==> src/rtl/ae_readout_ctrl_if.sv <==
// Signal bundle between the AE readout controller, the bank memories / RTC
// and the serial link transmitter.
interface ae_readout_ctrl_if #(
   parameter int ADDR_W = 8,
   parameter int WORD_W = 16,
   parameter int NCH    = 2,
   parameter int TS_W   = 30
);
   logic                    bank_full;
   logic                    acq_done;
   logic                    bank_id;
   logic [ADDR_W-1:0]       last_addr;
   logic [TS_W-1:0]         ts_in;
   logic                    mem_re;
   logic [ADDR_W:0]         mem_addr;
   logic [NCH*WORD_W-1:0]   mem_rdata;
   logic                    sout;
   logic                    sout_valid;
   logic                    sout_ready;
   logic                    frame_start;
   logic                    frame_end;
   logic                    busy;
   logic                    overrun;

   modport master (
      input  bank_full, acq_done, bank_id, last_addr, ts_in, mem_rdata, sout_ready,
      output mem_re, mem_addr, sout, sout_valid, frame_start, frame_end, busy, overrun
   );
   modport slave (
      output bank_full, acq_done, bank_id, last_addr, ts_in, mem_rdata, sout_ready,
      input  mem_re, mem_addr, sout, sout_valid, frame_start, frame_end, busy, overrun
   );
endinterface

==> src/rtl/ae_readout_ctrl.sv <==
// AE double-bank readout: queues full/partial bank jobs and serialises a
// timestamp header plus every channel word, MSB first, over a valid/ready bit stream.
module ae_readout_ctrl #(
   parameter int DEPTH  = 200,
   parameter int ADDR_W = 8,
   parameter int WORD_W = 16,
   parameter int NCH    = 2,
   parameter int TS_W   = 30,
   parameter int QDEPTH = 2
) (
   input logic               clk,
   input logic               reset,
   ae_readout_ctrl_if.master bus
);
   localparam int GRP_W = NCH * WORD_W;
   localparam int SH_W  = (GRP_W > TS_W) ? GRP_W : TS_W;
   localparam int BC_W  = $clog2(SH_W + 1);
   localparam logic [ADDR_W-1:0] LAST_A = ADDR_W'(DEPTH - 1);

   typedef enum logic [2:0] {IDLE, TS_SHIFT, RD_REQ, RD_WAIT, SHIFT} state_e;
   typedef struct packed {
      logic              full;
      logic              bank;
      logic [ADDR_W-1:0] end_addr;
   } job_t;

   state_e            state_q;
   job_t              q_q [QDEPTH];
   job_t              q_d [QDEPTH];
   logic [2:0]        cnt_q, cnt_d;
   job_t              job_q;
   logic [ADDR_W-1:0] addr_q;
   logic [SH_W-1:0]   sreg_q;
   logic [BC_W-1:0]   bcnt_q;
   logic              hdr_pend_q;
   logic              overrun_q;

   logic              accept, hdr_last, grp_last, job_done, pop, next_hdr, drop;
   job_t              full_job, part_job;
   logic [SH_W-1:0]   hdr_load, grp_load;

   assign accept   = bus.sout_valid & bus.sout_ready;
   assign hdr_last = bcnt_q == BC_W'(TS_W - 1);
   assign grp_last = bcnt_q == BC_W'(GRP_W - 1);
   assign job_done = (state_q == SHIFT) && accept && grp_last && (addr_q == job_q.end_addr);
   assign pop      = (cnt_q != 3'd0) && ((state_q == IDLE) || job_done);
   // A partial job finishing this cycle forces a header on the job popped behind it.
   assign next_hdr = hdr_pend_q | (job_done & ~job_q.full);

   always_comb begin
      full_job          = '0;
      full_job.full     = 1'b1;
      full_job.bank     = bus.bank_id;
      full_job.end_addr = LAST_A;
      part_job          = '0;
      part_job.bank     = bus.bank_id;
      part_job.end_addr = (bus.last_addr > LAST_A) ? LAST_A : bus.last_addr;
   end

   // Pop happens before the pushes, then full job ahead of partial job.
   always_comb begin
      q_d   = q_q;
      cnt_d = cnt_q;
      drop  = 1'b0;
      if (pop) begin
         for (int i = 0; i < QDEPTH - 1; i++) q_d[i] = q_q[i+1];
         q_d[QDEPTH-1] = '0;
         cnt_d = cnt_q - 3'd1;
      end
      if (bus.bank_full) begin
         if (cnt_d < 3'(QDEPTH)) begin
            for (int i = 0; i < QDEPTH; i++) if (3'(i) == cnt_d) q_d[i] = full_job;
            cnt_d = cnt_d + 3'd1;
         end else drop = 1'b1;
      end
      if (bus.acq_done) begin
         if (cnt_d < 3'(QDEPTH)) begin
            for (int i = 0; i < QDEPTH; i++) if (3'(i) == cnt_d) q_d[i] = part_job;
            cnt_d = cnt_d + 3'd1;
         end else drop = 1'b1;
      end
   end

   // Header and word group are left-aligned so the MSB of the register is always the next bit.
   always_comb begin
      hdr_load = '0;
      hdr_load[SH_W-1 -: TS_W] = bus.ts_in;
      grp_load = '0;
      for (int c = 0; c < NCH; c++)
         grp_load[SH_W-1-c*WORD_W -: WORD_W] = bus.mem_rdata[c*WORD_W +: WORD_W];
   end

   always_ff @(posedge clk or posedge reset) begin
      if (reset) begin
         state_q    <= IDLE;
         for (int i = 0; i < QDEPTH; i++) q_q[i] <= '0;
         cnt_q      <= '0;
         job_q      <= '0;
         addr_q     <= '0;
         sreg_q     <= '0;
         bcnt_q     <= '0;
         hdr_pend_q <= 1'b1;
         overrun_q  <= 1'b0;
      end else begin
         q_q   <= q_d;
         cnt_q <= cnt_d;
         if (drop) overrun_q <= 1'b1;
         unique case (state_q)
            IDLE: state_q <= IDLE;
            TS_SHIFT: if (accept) begin
               sreg_q <= sreg_q << 1;
               bcnt_q <= bcnt_q + BC_W'(1);
               if (hdr_last) begin
                  bcnt_q  <= '0;
                  state_q <= RD_REQ;
               end
            end
            RD_REQ: state_q <= RD_WAIT;
            RD_WAIT: begin
               sreg_q  <= grp_load;
               bcnt_q  <= '0;
               state_q <= SHIFT;
            end
            SHIFT: if (accept) begin
               sreg_q <= sreg_q << 1;
               bcnt_q <= bcnt_q + BC_W'(1);
               if (grp_last) begin
                  bcnt_q <= '0;
                  if (addr_q != job_q.end_addr) begin
                     addr_q  <= addr_q + ADDR_W'(1);
                     state_q <= RD_REQ;
                  end else begin
                     if (!job_q.full) hdr_pend_q <= 1'b1;
                     state_q <= IDLE;
                  end
               end
            end
            default: state_q <= IDLE;
         endcase
         // Starting a job overrides the case above, so back-to-back jobs skip IDLE.
         if (pop) begin
            job_q  <= q_q[0];
            addr_q <= '0;
            bcnt_q <= '0;
            if (next_hdr) begin
               sreg_q     <= hdr_load;
               hdr_pend_q <= 1'b0;
               state_q    <= TS_SHIFT;
            end else begin
               state_q <= RD_REQ;
            end
         end
      end
   end

   assign bus.sout_valid  = (state_q == TS_SHIFT) || (state_q == SHIFT);
   assign bus.sout        = bus.sout_valid & sreg_q[SH_W-1];
   assign bus.mem_re      = state_q == RD_REQ;
   assign bus.mem_addr    = bus.mem_re ? {job_q.bank, addr_q} : '0;
   assign bus.frame_start = (state_q == TS_SHIFT) && (bcnt_q == '0);
   assign bus.frame_end   = (state_q == SHIFT) && !job_q.full && (addr_q == job_q.end_addr) && grp_last;
   assign bus.busy        = (state_q != IDLE) || (cnt_q != 3'd0);
   assign bus.overrun     = overrun_q;
endmodule

==> src/flat_wrapper.sv <==
// flat-port wrapper written by rule: the top's interface ports become plain ports
module ae_readout_ctrl_flat 
#(
   parameter int DEPTH  = 200,
   parameter int ADDR_W = 8,
   parameter int WORD_W = 16,
   parameter int NCH    = 2,
   parameter int TS_W   = 30,
   parameter int QDEPTH = 2
)
  (clk, reset, bus_bank_full, bus_acq_done, bus_bank_id, bus_last_addr, bus_ts_in, bus_mem_rdata, bus_sout_ready, bus_mem_re, bus_mem_addr, bus_sout, bus_sout_valid, bus_frame_start, bus_frame_end, bus_busy, bus_overrun);
  ae_readout_ctrl_if #(.ADDR_W(ADDR_W), .WORD_W(WORD_W), .NCH(NCH), .TS_W(TS_W)) bus_i ();
  input logic clk;
  input logic reset;
  input wire logic [$bits(bus_i.bank_full)-1:0] bus_bank_full;
  input wire logic [$bits(bus_i.acq_done)-1:0] bus_acq_done;
  input wire logic [$bits(bus_i.bank_id)-1:0] bus_bank_id;
  input wire logic [$bits(bus_i.last_addr)-1:0] bus_last_addr;
  input wire logic [$bits(bus_i.ts_in)-1:0] bus_ts_in;
  input wire logic [$bits(bus_i.mem_rdata)-1:0] bus_mem_rdata;
  input wire logic [$bits(bus_i.sout_ready)-1:0] bus_sout_ready;
  output wire logic [$bits(bus_i.mem_re)-1:0] bus_mem_re;
  output wire logic [$bits(bus_i.mem_addr)-1:0] bus_mem_addr;
  output wire logic [$bits(bus_i.sout)-1:0] bus_sout;
  output wire logic [$bits(bus_i.sout_valid)-1:0] bus_sout_valid;
  output wire logic [$bits(bus_i.frame_start)-1:0] bus_frame_start;
  output wire logic [$bits(bus_i.frame_end)-1:0] bus_frame_end;
  output wire logic [$bits(bus_i.busy)-1:0] bus_busy;
  output wire logic [$bits(bus_i.overrun)-1:0] bus_overrun;
  assign bus_i.bank_full = bus_bank_full;
  assign bus_i.acq_done = bus_acq_done;
  assign bus_i.bank_id = bus_bank_id;
  assign bus_i.last_addr = bus_last_addr;
  assign bus_i.ts_in = bus_ts_in;
  assign bus_i.mem_rdata = bus_mem_rdata;
  assign bus_i.sout_ready = bus_sout_ready;
  assign bus_mem_re = bus_i.mem_re;
  assign bus_mem_addr = bus_i.mem_addr;
  assign bus_sout = bus_i.sout;
  assign bus_sout_valid = bus_i.sout_valid;
  assign bus_frame_start = bus_i.frame_start;
  assign bus_frame_end = bus_i.frame_end;
  assign bus_busy = bus_i.busy;
  assign bus_overrun = bus_i.overrun;
  ae_readout_ctrl #(.DEPTH(DEPTH), .ADDR_W(ADDR_W), .WORD_W(WORD_W), .NCH(NCH), .TS_W(TS_W), .QDEPTH(QDEPTH)) u_core (.clk(clk), .reset(reset), .bus(bus_i));
endmodule
==> config.mk <==
export PLATFORM = sky130hd
export DESIGN_NAME = ae_readout_ctrl_flat
export DESIGN_NICKNAME = d
export VERILOG_FILES = /design/src/rtl/ae_readout_ctrl_if.sv /design/src/rtl/ae_readout_ctrl.sv /design/src/flat_wrapper.sv
export SDC_FILE = /design/constraint.sdc
export NUM_CORES = 1
export LEC_CHECK = 0
export CAP_MARGIN = 25
export CORE_UTILIZATION = 40
export CTS_BUF_LIST = sky130_fd_sc_hd__clkbuf_2 sky130_fd_sc_hd__clkbuf_4 sky130_fd_sc_hd__clkbuf_8
export DETAILED_ROUTE_END_ITERATION = 6
export GPL_ROUTABILITY_DRIVEN = 1
export HOLD_SLACK_MARGIN = 0.15
export SYNTH_ARGS = -nofsm -noshare
export SYNTH_HDL_FRONTEND = slang
export SYNTH_SLANG_ARGS = --single-unit
==> constraint.sdc <==
create_clock -name clk -period 4.42 [get_ports clk]
set_clock_uncertainty 0.2 [all_clocks]
set_input_delay 0.884 -clock clk [delete_from_list [all_inputs] [get_ports clk]]
set_output_delay 0.884 -clock clk [all_outputs]
set_load 0.005 [all_outputs]
* Yosys cells after proc, flatten, opt, wreduce, memory -nomap -nowiden
Index checks and enable logic that the tools add are counted.
** Cells by class
- Add/sub/neg operators :: 5
- $lt $le $gt $ge :: 3
- Equality and inequality tests :: 14
- Multiplexer cells :: 50
- Bitwise gates (word level) :: 5
- Reduce and logical (&&, ||, !) cells :: 27
** Operator list (count)
- $mux 20 :: 5
- $mux 32 :: 3
- $pmux 32 s2 :: 1
- $mux 8 :: 6
- $mux 10 :: 4
- $mux 3 :: 10
- $mux 6 :: 5
- $pmux 6 s3 :: 1
- $eq 6x5->1 const B :: 2
- $ne 3x1->1 const B :: 4
- $pmux 3 s4 :: 1
- $mux 1 :: 11
- $logic_not 3->1 :: 3
- $mux 9 :: 1
- $add 8x1->8 const B :: 1
- $eq 8x8->1 :: 1
- $gt 8x8->1 const B :: 1
- $logic_and 1x1->1 :: 8
- $ne 8x8->1 :: 1
- $reduce_and 4->1 :: 2
- $reduce_bool 2->1 :: 4
- $add 3x1->3 const B :: 2
- $add 6x1->6 const B :: 1
- $eq 1x3->1 const A :: 2
- 16 further kinds :: 24
** Storage, ports and cells
- Register bits :: 84
- Output and inout port bits :: 16

* Depth between registers and ports, before layout
Gate-level depths: netlist of run 1.
- Word-level depth :: 16
- Mapped depth :: 17
- Mapped depth without buffers :: 15

* Worst setup path after synthesis of run 1
OpenSTA, ideal clock, no wires.
- Path kind :: input to register
- Start point :: input port bus_sout_ready
- End point :: register u_core.q_q[18] (netlist bit)
- Setup time :: 125 ps
- Data arrival time :: 3357 ps
- Slack :: 738 ps
- Stages on the path :: 13
- Path through :: and4_1 -> a31oi_2 -> or2_1 -> buf_6 -> o21ai_1 -> inv_1 -> ha_1 -> nand3b_1 -> o21ai_0 -> o221ai_1 -> nand2_1 -> o21ai_4 -> mux2_2
** RTL lines
- start, declared :: RTL line flat_wrapper.sv:21 : input wire logic [$bits(bus_i.sout_ready)-1:0] bus_sout_ready;
- end signal, assigned :: RTL line ae_readout_ctrl.sv:105 : q_q <= q_d;
- end, declared :: RTL line ae_readout_ctrl.sv:28 : job_t q_q [QDEPTH];

==> impl_metrics.toml, run 1 <==
[run_status]
status = "finished with violations"
violations = "DRC"

[power_and_ir_drop]
p_leak_uw = 0.00281
pwr-share-comb_pct = 49.0
internal_power_uw = 2110
power_frac_clock_pct = 16.3
ir_drop_uv = 232
power.density_nw_per_um2 = 577
p_sw_share_pct = 39.5
p_switching_uw = 1380
p_seq_share_pct = 34.7

[detailed_routing]
viasPerCell = 5.29
totalWireLength_microns = 11400
via_count = 3934
drc = 8
first_pass_iters = 7
wl_per_cell_microns = 15.3
drt_iter0_drc = 190
antenna_left = 0

[layout]
n_antenna_cell = 0
layout.cells.non_filler = 743
nNetsFinal = 681
final_util_pct = 52.5
final_cell_area_sq_um = 6050
drive_gt1_share_pct = 12.8
mostFrequentLayoutCell = "nand2_1"
syn_to_final_growth_pct = 26.5
final_cell_mix = "nand2_1 (123), clkdlybuf4s50_1 (91), dfrtp_1 (83)"

[flow_run]
max_cap_violations = 0

[placed_design]
dp_cells = 727
port_buffers = 91
hpwl_microns = 8080
placed_area_sq_um = 5850
gp_congestion = 0.798

[min_path]
hold_depth = 2
hp-class = "flip-flop to flip-flop"

[critical_path]
cp-end-kind = "flip-flop"
cp_max_fo = 9
path_cells = "clkdlybuf4s50_1 -> and4_1 -> a31oi_2 -> buf_4 -> nor2_2 -> xnor2_1 -> inv_1 -> ha_1 -> nand3b_1 -> o21ai_0 -> o221ai_1 -> nand2_1 -> o21ai_4 -> mux2_2"
critPathRequiredTime_ps = 4480
critical_path_buf_inv_count = 3
path_delay_family = "compound AO/OA/AOI/OAI gates"
setup.worst_path.class = "input port to flip-flop"
slowest_stage = "clkdlybuf4s50_1"
r2r_cells = 14
crit_path_max_incr_delay_ps = 500
cp.depth = 14
worstSetupStartpointType = "input port"
arrival_ps = 3990

[clock_network]
path_clk_slew_ps = 80
cts_resized = 0
cts_root_buf = "clkbuf_8"
post-cts-setup-buffers = 0
clkLatencyLatePin_ps = 370
cts.sinks = 84
postCtsHoldBufs = 0
cts_buffer_depth = 2
htreeDepth = 3
numCtsBuffers = 9
cts_tree = "built"

[grt]
use_met3_pct = 3.50
antenna_found_initial = 0
grt_max_degree = 44
grt_pass1_wl_microns = 19300
grt-ovfl-total = 0
grt_use_met2_pct = 30.3
grt_pass1_vias = 3980
grt_use_total_pct = 19.4
busiest_layer = "met2"
grtUsageMet1_pct = 26.8

[timing]
max_freq_ghz = 0.254
tightest_slew_ps = 629
max_slew_margin_pct = 57.9
tns_ps = 0
hold_viol = 0
finalCritPeriodShare_pct = 88.9
slew_viol_final = 0
layout_min_cycle_time_ps = 3930
grt_setup_unrepaired = "false"
holdWs_ps = 278
final-setup-viol-count = 0

[yosys]
synth_xor_area_share_pct = 3.48
ys_ff_latch = 84
ys_warn_count = 0
synthMuxAreaShare_pct = 9.81
synth-simple-area-share_pct = 21.2
syn-instance-count = 510
syn_area_per_cell_sq_um = 9.37
syn_area_sq_um = 4780
synth_seq_area_share_pct = 44.0
async_reset_ff_share_pct = 100
post_synth_num_cell_types = 55
synth_top_family_by_area = "simple AND/OR/NAND/NOR gates"
synth_edf_count = 0
synthAdderAreaFrac_pct = 2.62
synth_ff_type = "dfrtp_1"
synth_fp_nets = 596
synth-compound-area-share_pct = 14.6

[floorplanning]
die_w_microns = 111
initial_core_util_pct = 41.5
io_pins = 92
fp.dieArea_sq_um = 12400
core-area_sq_um = 11500
die_h_microns = 111
num_rows = 39
## flip-flops by register name, indices dropped and copies added (netlist names)
name	cells
u_core.addr_q	8
u_core.bcnt_q	6
u_core.bus.overrun	1
u_core.cnt_q	3
u_core.hdr_pend_q	1
u_core.job_q	10
u_core.q_q	20
u_core.sreg_q	32
u_core.state_q	3
## tightest hold or removal path, delay by kind of cell, from the launching register on
family           cells  cell delay, ps
flip-flops           1             350
AND/OR/NAND/NOR      2             100
## cell families (layout without fill, tap and decap cells)
kind of cell             after synthesis  after routing
AO/OA/AOI/OAI                         93             93
buffers and inverters                 45            135
multiplexers                          42             42
adder cells (fa/ha/maj)               10             10
flip-flops                            84             84
XOR/XNOR                              19             19
AND/OR/NAND/NOR                      217            217
## stage by stage
step	total power (uW)	setup WS (ps)
2_1_floorplan	2470	738
3_3_place_gp	2880	262
3_5_place_dp	2930	164
4_1_cts	3510	535
5_1_grt	3800	263
6_report	3490	489
## area by class of cell
type                    instances  area [sq um]
multi-input cells             381          2490
well taps                     143           179
repair buffers                104          1020
clock buffers                  11           151
clock inverters                 5          50.0
inverters                      15          57.6
fillers                      1109          5470
flip-flops and latches         84          2100
## layer usage
metal,up-vias,share of wire (%)
li1,1949,-
met1,1916,50
met2,59,46
met3,10,2.7
met4,0,1.2
met5,-,0
## power groups by stage
stage / Sequential (uW) / Combinational (uW) / Clock, uW
finish: 1210 / 1710 / 570
global route: 1240 / 1940 / 620
CTS: 1210 / 1720 / 584
detailed placement: 1220 / 1710 / 0
global placement: 1210 / 1670 / 0
floorplan: 1150 / 1320 / 0
## Yosys cell counts (all sizes together), types with 2 or more instances
cell type	instances	area share, %
nand2	123	9.7
dfrtp	83	43
a22oi	38	6.0
mux2	36	8.6
nor2	29	2.3
clkbuf	20	1.6
xor2	17	3.1
inv	15	1.2
a21oi	14	1.5
and2	11	1.4
buf	10	1.6
ha	10	2.6
o21ai	10	1.3
nand3	9	0.94
and3	8	1.0
a32oi	7	1.3
nand2b	7	0.92
a32o	6	1.3
mux2i	6	1.3
nor2b	6	0.79
nor3	5	0.52
a21o	4	0.63
nand4	4	0.52
a31oi	3	0.52
nor4	3	1.0
a211o	2	0.37
a31o	2	0.37
nand3b	2	0.31
nand4b	2	0.37
nor3b	2	0.42
or3	2	0.26
xnor2	2	0.37
## final timing paths
path	end	start	slack (ps)
max	u_core.q_q[18]	bus_sout_ready	490
min	u_core.job_q[7]	u_core.q_q[17]	280
max reg2reg	u_core.q_q[18]	u_core.addr_q[2]	530
min reg2reg	u_core.job_q[7]	u_core.q_q[17]	280
max in group asynchronous	u_core.hdr_pend_q	reset	2830
min in group asynchronous	u_core.sreg_q[24]	reset	590
Power figures use the tool's default switching activity.
==> inputs of run 2 (changes only) <==
--- a/config.mk
+++ b/config.mk
@@ -6,6 +6,7 @@
 export NUM_CORES = 1
 export LEC_CHECK = 0
 export CAP_MARGIN = 25
+export CORE_MARGIN = 2
 export CORE_UTILIZATION = 40
 export CTS_BUF_LIST = sky130_fd_sc_hd__clkbuf_2 sky130_fd_sc_hd__clkbuf_4 sky130_fd_sc_hd__clkbuf_8
 export DETAILED_ROUTE_END_ITERATION = 6
==> run 2 against run 1 <==
Net effect:
- the run now ends clean
- clock power up 2%
- sequential share of layout area increased by 0.072 points
- register-to-register slack improved by 40 ps
- die area rose by 3.6%
- final cell count fell by 0.13%
- fmax up 0.44%
- worst hold slack worse by 1.3 ps
- clock-buffer cell count increased by 3
- largest cell class unchanged
- largest power group unchanged
- highest routed layer unchanged
==> impl_metrics.toml, run 2 (same netlist as run 1, synthesis figures left out) <==
[run_status]
status = "finished clean"

[grt]
grt_use_total_pct = 19.1
grt_max_degree = 39
grt_pass1_vias = 3887
antenna_found_initial = 0
grt_pass1_wl_microns = 19500
grt-ovfl-total = 0

[power_and_ir_drop]
power.density_nw_per_um2 = 580
p_seq_share_pct = 34.5
p_sw_share_pct = 39.1
p_switching_uw = 1370
power_frac_clock_pct = 16.6
p_leak_uw = 0.00280
ir_drop_uv = 308
pwr-share-comb_pct = 48.9
internal_power_uw = 2130

[clock_network]
path_clk_slew_ps = 90
htreeDepth = 3
numCtsBuffers = 9
clkLatencyLatePin_ps = 360
post-cts-setup-buffers = 0
cts_tree = "built"
cts_root_buf = "clkbuf_8"
cts.sinks = 84
postCtsHoldBufs = 0
cts_resized = 0
cts_buffer_depth = 2

[placed_design]
placed_area_sq_um = 5830
gp_congestion = 0.809
pre_cts_slack_ps = 184
hpwl_microns = 8240
port_buffers = 91

[layout]
nNetsFinal = 680
regMostFlops = "u_core.sreg_q"
syn_to_final_growth_pct = 26.3
reg_top3 = "u_core.sreg_q x32, u_core.q_q x20, u_core.job_q x10"
mostFrequentLayoutCell = "nand2_1"
largest_reg_flops = 32
drive_gt1_share_pct = 12.7
final_cell_mix = "nand2_1 (123), clkdlybuf4s50_1 (91), dfrtp_1 (83)"
final_cell_area_sq_um = 6040
n_antenna_cell = 0

[detailed_routing]
wl_per_cell_microns = 15.7
m1WireLength_microns = 5460
antenna_left = 0
via_count = 3951
drc = 0
dr_wl_met2_microns = 5620
dr_wl_met3_microns = 344
viasPerCell = 5.32
totalWireLength_microns = 11600
top_layer = "met4"
drt_iter0_drc = 250
first_pass_iters = 5

[critical_path]
critPathRequiredTime_ps = 4470
cp_max_fo = 9
cp-end-kind = "flip-flop"
setup.worst_path.class = "input port to flip-flop"
arrival_ps = 3970
crit_path_max_incr_delay_ps = 500
path_cells = "clkdlybuf4s50_1 -> and4_1 -> a31oi_2 -> or2_1 -> o21ai_1 -> inv_1 -> ha_1 -> nand3b_1 -> o21ai_0 -> o221ai_1 -> nand2_1 -> o21ai_4 -> mux2_2"
path_delay_family = "compound AO/OA/AOI/OAI gates"
critical_path_buf_inv_count = 2
worstSetupStartpointType = "input port"
slowest_stage = "clkdlybuf4s50_1"

[flow_run]
max_cap_violations = 0

[timing]
hold_viol = 0
layout_min_cycle_time_ps = 3910
setup_ws_ps = 506
max_slew_margin_pct = 54.4
max_freq_ghz = 0.256
final-setup-viol-count = 0
tightest_slew_ps = 683
finalCritPeriodShare_pct = 88.5
tns_ps = 0
slew_viol_final = 0
grt_setup_unrepaired = "false"

[floorplanning]
initial_core_util_pct = 41.3
die_h_microns = 113
die_w_microns = 113
io_pins = 92
fp.dieArea_sq_um = 12800
core-area_sq_um = 11600
num_rows = 39

[min_path]
hp-class = "flip-flop to flip-flop"
## run 2: changes by cell type in the layout (fill, tap and decap cells not counted), sizes merged
cell    delta
buf        -1
clkinv     -3
clkbuf     +3
## run 2: through the flow
step | util, % | cells | hold slack, ps | total power, uW
after floorplan | - | 510 | 235 | 2470
after global placement | 50.4 | 726 | 250 | 2880
after detailed placement | 50.4 | 726 | 254 | 2940
after CTS | 52.2 | 742 | 279 | 3530
after global routing | 52.2 | 742 | 321 | 3820
final | 52.2 | 742 | 277 | 3500
## run 2: routing by layer
| layer | global-route usage [%] | up-vias |
|---|---|---|
| li1 | - | 1943 |
| met1 | 26.9 | 1927 |
| met2 | 29.7 | 69 |
| met3 | 2.57 | 12 |
| met4 | 7.72 | 0 |
| met5 | 0 | - |
## run 2: final cells by class
cell class | count | area (sq um)
flip-flops and latches | 84 | 2100
clock buffers | 14 | 174
repair buffers | 103 | 1000
multi-input cells | 381 | 2490
clock inverters | 2 | 35.0
well taps | 143 | 179
inverters | 15 | 57.6
fillers | 1061 | 5530
## run 2: worst paths after layout
path                                        from  depth (start not counted)           endpoint  slack [ps]
worst min-delay path              u_core.q_q[14]                          2    u_core.job_q[4]         280
worst max register to register  u_core.addr_q[3]                         13     u_core.q_q[18]         570
min in group asynchronous                  reset                          2  u_core.sreg_q[23]         660
worst min register to register    u_core.q_q[14]                          2    u_core.job_q[4]         280
worst max-delay path              bus_sout_ready                         13     u_core.q_q[18]         510
max in group asynchronous                  reset                          3  u_core.hdr_pend_q        2560
## run 2: worst min-delay path, stage by stage, from the launching register on
cell     delay, ps
dfrtp_1        350
nand2_1         50
nand2_1         50
## run 2: power by group through the flow
| stage | clock, uW | sequential, uW | combinational [uW] |
|---|---|---|---|
| 5_1_grt | 629 | 1240 | 1950 |
| 3_5_place_dp | 0 | 1220 | 1720 |
| 4_1_cts | 601 | 1200 | 1730 |
| 2_1_floorplan | 0 | 1150 | 1320 |
| 6_report | 581 | 1210 | 1710 |
| 3_3_place_gp | 0 | 1210 | 1670 |
==> edit (settings of run 2) <==
`ADDR_W` is set to 8 in 3 places; all go to 9.
--- a/src/rtl/ae_readout_ctrl_if.sv
+++ b/src/rtl/ae_readout_ctrl_if.sv
@@ -1,7 +1,7 @@
 // Signal bundle between the AE readout controller, the bank memories / RTC
 // and the serial link transmitter.
 interface ae_readout_ctrl_if #(
-   parameter int ADDR_W = 8,
+   parameter int ADDR_W = 9,
    parameter int WORD_W = 16,
    parameter int NCH    = 2,
    parameter int TS_W   = 30
--- a/src/rtl/ae_readout_ctrl.sv
+++ b/src/rtl/ae_readout_ctrl.sv
@@ -2,7 +2,7 @@
 // timestamp header plus every channel word, MSB first, over a valid/ready bit stream.
 module ae_readout_ctrl #(
    parameter int DEPTH  = 200,
-   parameter int ADDR_W = 8,
+   parameter int ADDR_W = 9,
    parameter int WORD_W = 16,
    parameter int NCH    = 2,
    parameter int TS_W   = 30,
--- a/src/flat_wrapper.sv
+++ b/src/flat_wrapper.sv
@@ -2,7 +2,7 @@
 module ae_readout_ctrl_flat 
 #(
    parameter int DEPTH  = 200,
-   parameter int ADDR_W = 8,
+   parameter int ADDR_W = 9,
    parameter int WORD_W = 16,
    parameter int NCH    = 2,
    parameter int TS_W   = 30,
Interface: changed (resized bus_last_addr and bus_mem_addr); port bits go from 92 to 94. The function was not compared with the original's and may differ.
==> edit against run 2 <==
  * Worst setup slack gained 0.056 ns
  * Power is essentially flat
  * First-iteration DRC count shrank 12%
  * Combinational power shrank 2%
  * Cell area grew 1.2%
  * Global-route usage shrank 0.63 points
  * Sequential cell count grew 4
  * Synthesized area grew 1.2%
  * Worst hold slack gained 0.0099 ns
  * Wire length shrank 0.95%
  * Register-to-register slack is essentially flat
  * Critical endpoint is now u_core.q_q[20]
  * Highest routed layer unchanged
==> edit: results (changes against run 2) <==
| Metric | Value |
|---|---|
| Asr flop ratio synth | `1.000 (unchanged)` |
| Post-CTS Setup Bufs | `0 (unchanged)` |
| Top post-synthesis cells by area | `dfrtp_1, nand2_1, nor2_1` |
| Maximum vdd drop | `251.0 uV (-19%)` |
| Buffers on Ports | `93 (+2.2%)` |
| Fin Hold WS | `0.2864 ns (+0.009912 ns)` |
| Routing usage on met1 | `0.2557 (-0.01317)` |
| Syn Nets | `625 (+4.9%)` |
| GP Congestion | `0.8927 (+10%)` |
| Flop-to-flop setup slack | `0.57 ns (about the same)` |
| Hold Startpoint | `u_core.q_q[18]` |
| Yosys warning total | `0 (unchanged)` |
| Worst-path fanout max | `7 (-2)` |
| Commonest cells post-synth | `nand2_1, dfrtp_1, nor2_1` |
| Drt pass-1 iters | `4 (-1)` |
| Antenna violations before repair | `0 (unchanged)` |
| Largest net degree at the start of global routing | `41 (+5.1%)` |
| Biggest regs | `u_core.sreg_q x32, u_core.q_q x22, u_core.job_q x11` |
| Post-DP HPWL | `8290 um (+0.57%)` |
| Met2 usage | `0.2937 (-0.003754)` |
| Nets@finish | `708 (+4.1%)` |
| Worst-Margin Slew | `1.015 ns (+0.3322 ns)` |
| Status | `finished clean` |
| Post-synthesis sequential area ratio | `0.4556 (+0.01569)` |
| CP Data Arrival Time | `3.96 ns (about the same)` |
| Global-route wire length before repair | `19490 um (about the same)` |
| Ant diodes | `0 (unchanged)` |
| Clk_lat worst skew | `around 0.37 ns` |
| Post-cts sizing count | `0 (unchanged)` |
| Iter 0 DRT Violations | `220 (-12%)` |
| # fillers | `1126 (+6.1%)` |
| GRT Total Usage | `0.1844 (-0.006304)` |
| Wire length per cell | `14.92 um (-4.9%)` |
| CP startpoint | `bus_sout_ready` |
| Detailed-route via count | `4193 (+6.1%)` |
| CTS clk-pin slew, worst paths | `about 0.10 ns` |
| Post-synth cell types | `58 (+5.5%)` |
| Met3 usage | `0.04145 (+0.01574)` |
| Clock buffer depth | `2 (unchanged)` |
| Root Driver | `clkbuf_8` |
| Top FF cell, synth | `dfrtp_1` |
| Leakage power | `0.002734 uW (-2.4%)` |
| Htree depth | `3 (unchanged)` |
| Worst Hold Class | `flip-flop to flip-flop` |
| Max stage delay on crit path | `approximately 0.49 ns` |
| Slowest-stage cell, CP | `clkdlybuf4s50_1` |
| Fraction of final layout cells with drive strength greater than 1 | `0.07188 (-0.05499)` |
| Vias in the first global route | `4031 (+3.7%)` |
| Reg-to-Reg Start | `u_core.bcnt_q[0]` |
| CTS Buf Count | `9 (unchanged)` |
[edit: cell count changes in the layout (fill, tap and decap cells not counted), moves of 7 or more]
cell     delta
nand2_1    -34
a31oi_1    +30
mux2_2     -32
nor2_1     +52
a32oi_1     -7
[edit: report_power, final]
group / switching, uW / total [uW] / leakage [uW] / internal (uW)
logic: 938 / 1670 / 0.00150 / 729
registers: 203 / 1290 / 0.00114 / 1090
clock network: 326 / 546 / 0.0000986 / 220
total: 1470 / 3500 / 0.00273 / 2040
[edit: final timing paths]
kind                                      to  depth (start not counted)
max                           u_core.q_q[20]                         14
min in group asynchronous  u_core.sreg_q[13]                          2
min reg2reg                  u_core.job_q[7]                          2
min                          u_core.job_q[7]                          2
max reg2reg                   u_core.q_q[20]                         16
max in group asynchronous  u_core.hdr_pend_q                          3
[edit: cell families after synthesis]
kind of cell	after synthesis	share of synthesized area
buf+inv	48	0.04295
mux	12	0.02484
simple gates	236	0.2223
fa+ha+maj	10	0.02587
compound gates	123	0.1860
flops	88	0.4556
xor+xnor	21	0.04243
[edit: final cells by class]
type | instances | area [um^2] | share of cell area
clock inverters | 7 | 66.31 | 0.01085
multi-input cells | 402 | 2449 | 0.4006
repair buffers | 105 | 1028 | 0.1683
flip-flops and latches | 88 | 2203 | 0.3605
clock buffers | 9 | 123.9 | 0.02027
well taps | 147 | 183.9 | 0.03009
inverters | 15 | 57.56 | 0.009417
[edit: routing by layer]
layer  wire length, um  vias up
met1              5373     2036
met2              5538       90
met4               131        0
li1                  -     2055
met5                 0        -
met3               488       12
[edit: critical path: cells and delay by family]
kind,cells,cell delay (ns)
AO/OA/AOI/OAI,5,1.07
buffers and inverters,3,0.79
AND/OR/NAND/NOR,4,0.73
multiplexers,1,0.24
adder cells (fa/ha/maj),1,0.23
[edit: per-stage QoR]
stage / total power, uW / worst slack, ns / cell area [um^2] / std cells
floorplan: 2499 / 0.2813 / 4836 / 538
finish: 3502 / 0.5626 / 6112 / 773
global placement: 2919 / 0.3384 / 5907 / 756
CTS: 3548 / 0.5415 / 6112 / 773
global route: 3807 / 0.2236 / 6112 / 773
detailed placement: 2983 / 0.2090 / 5922 / 757
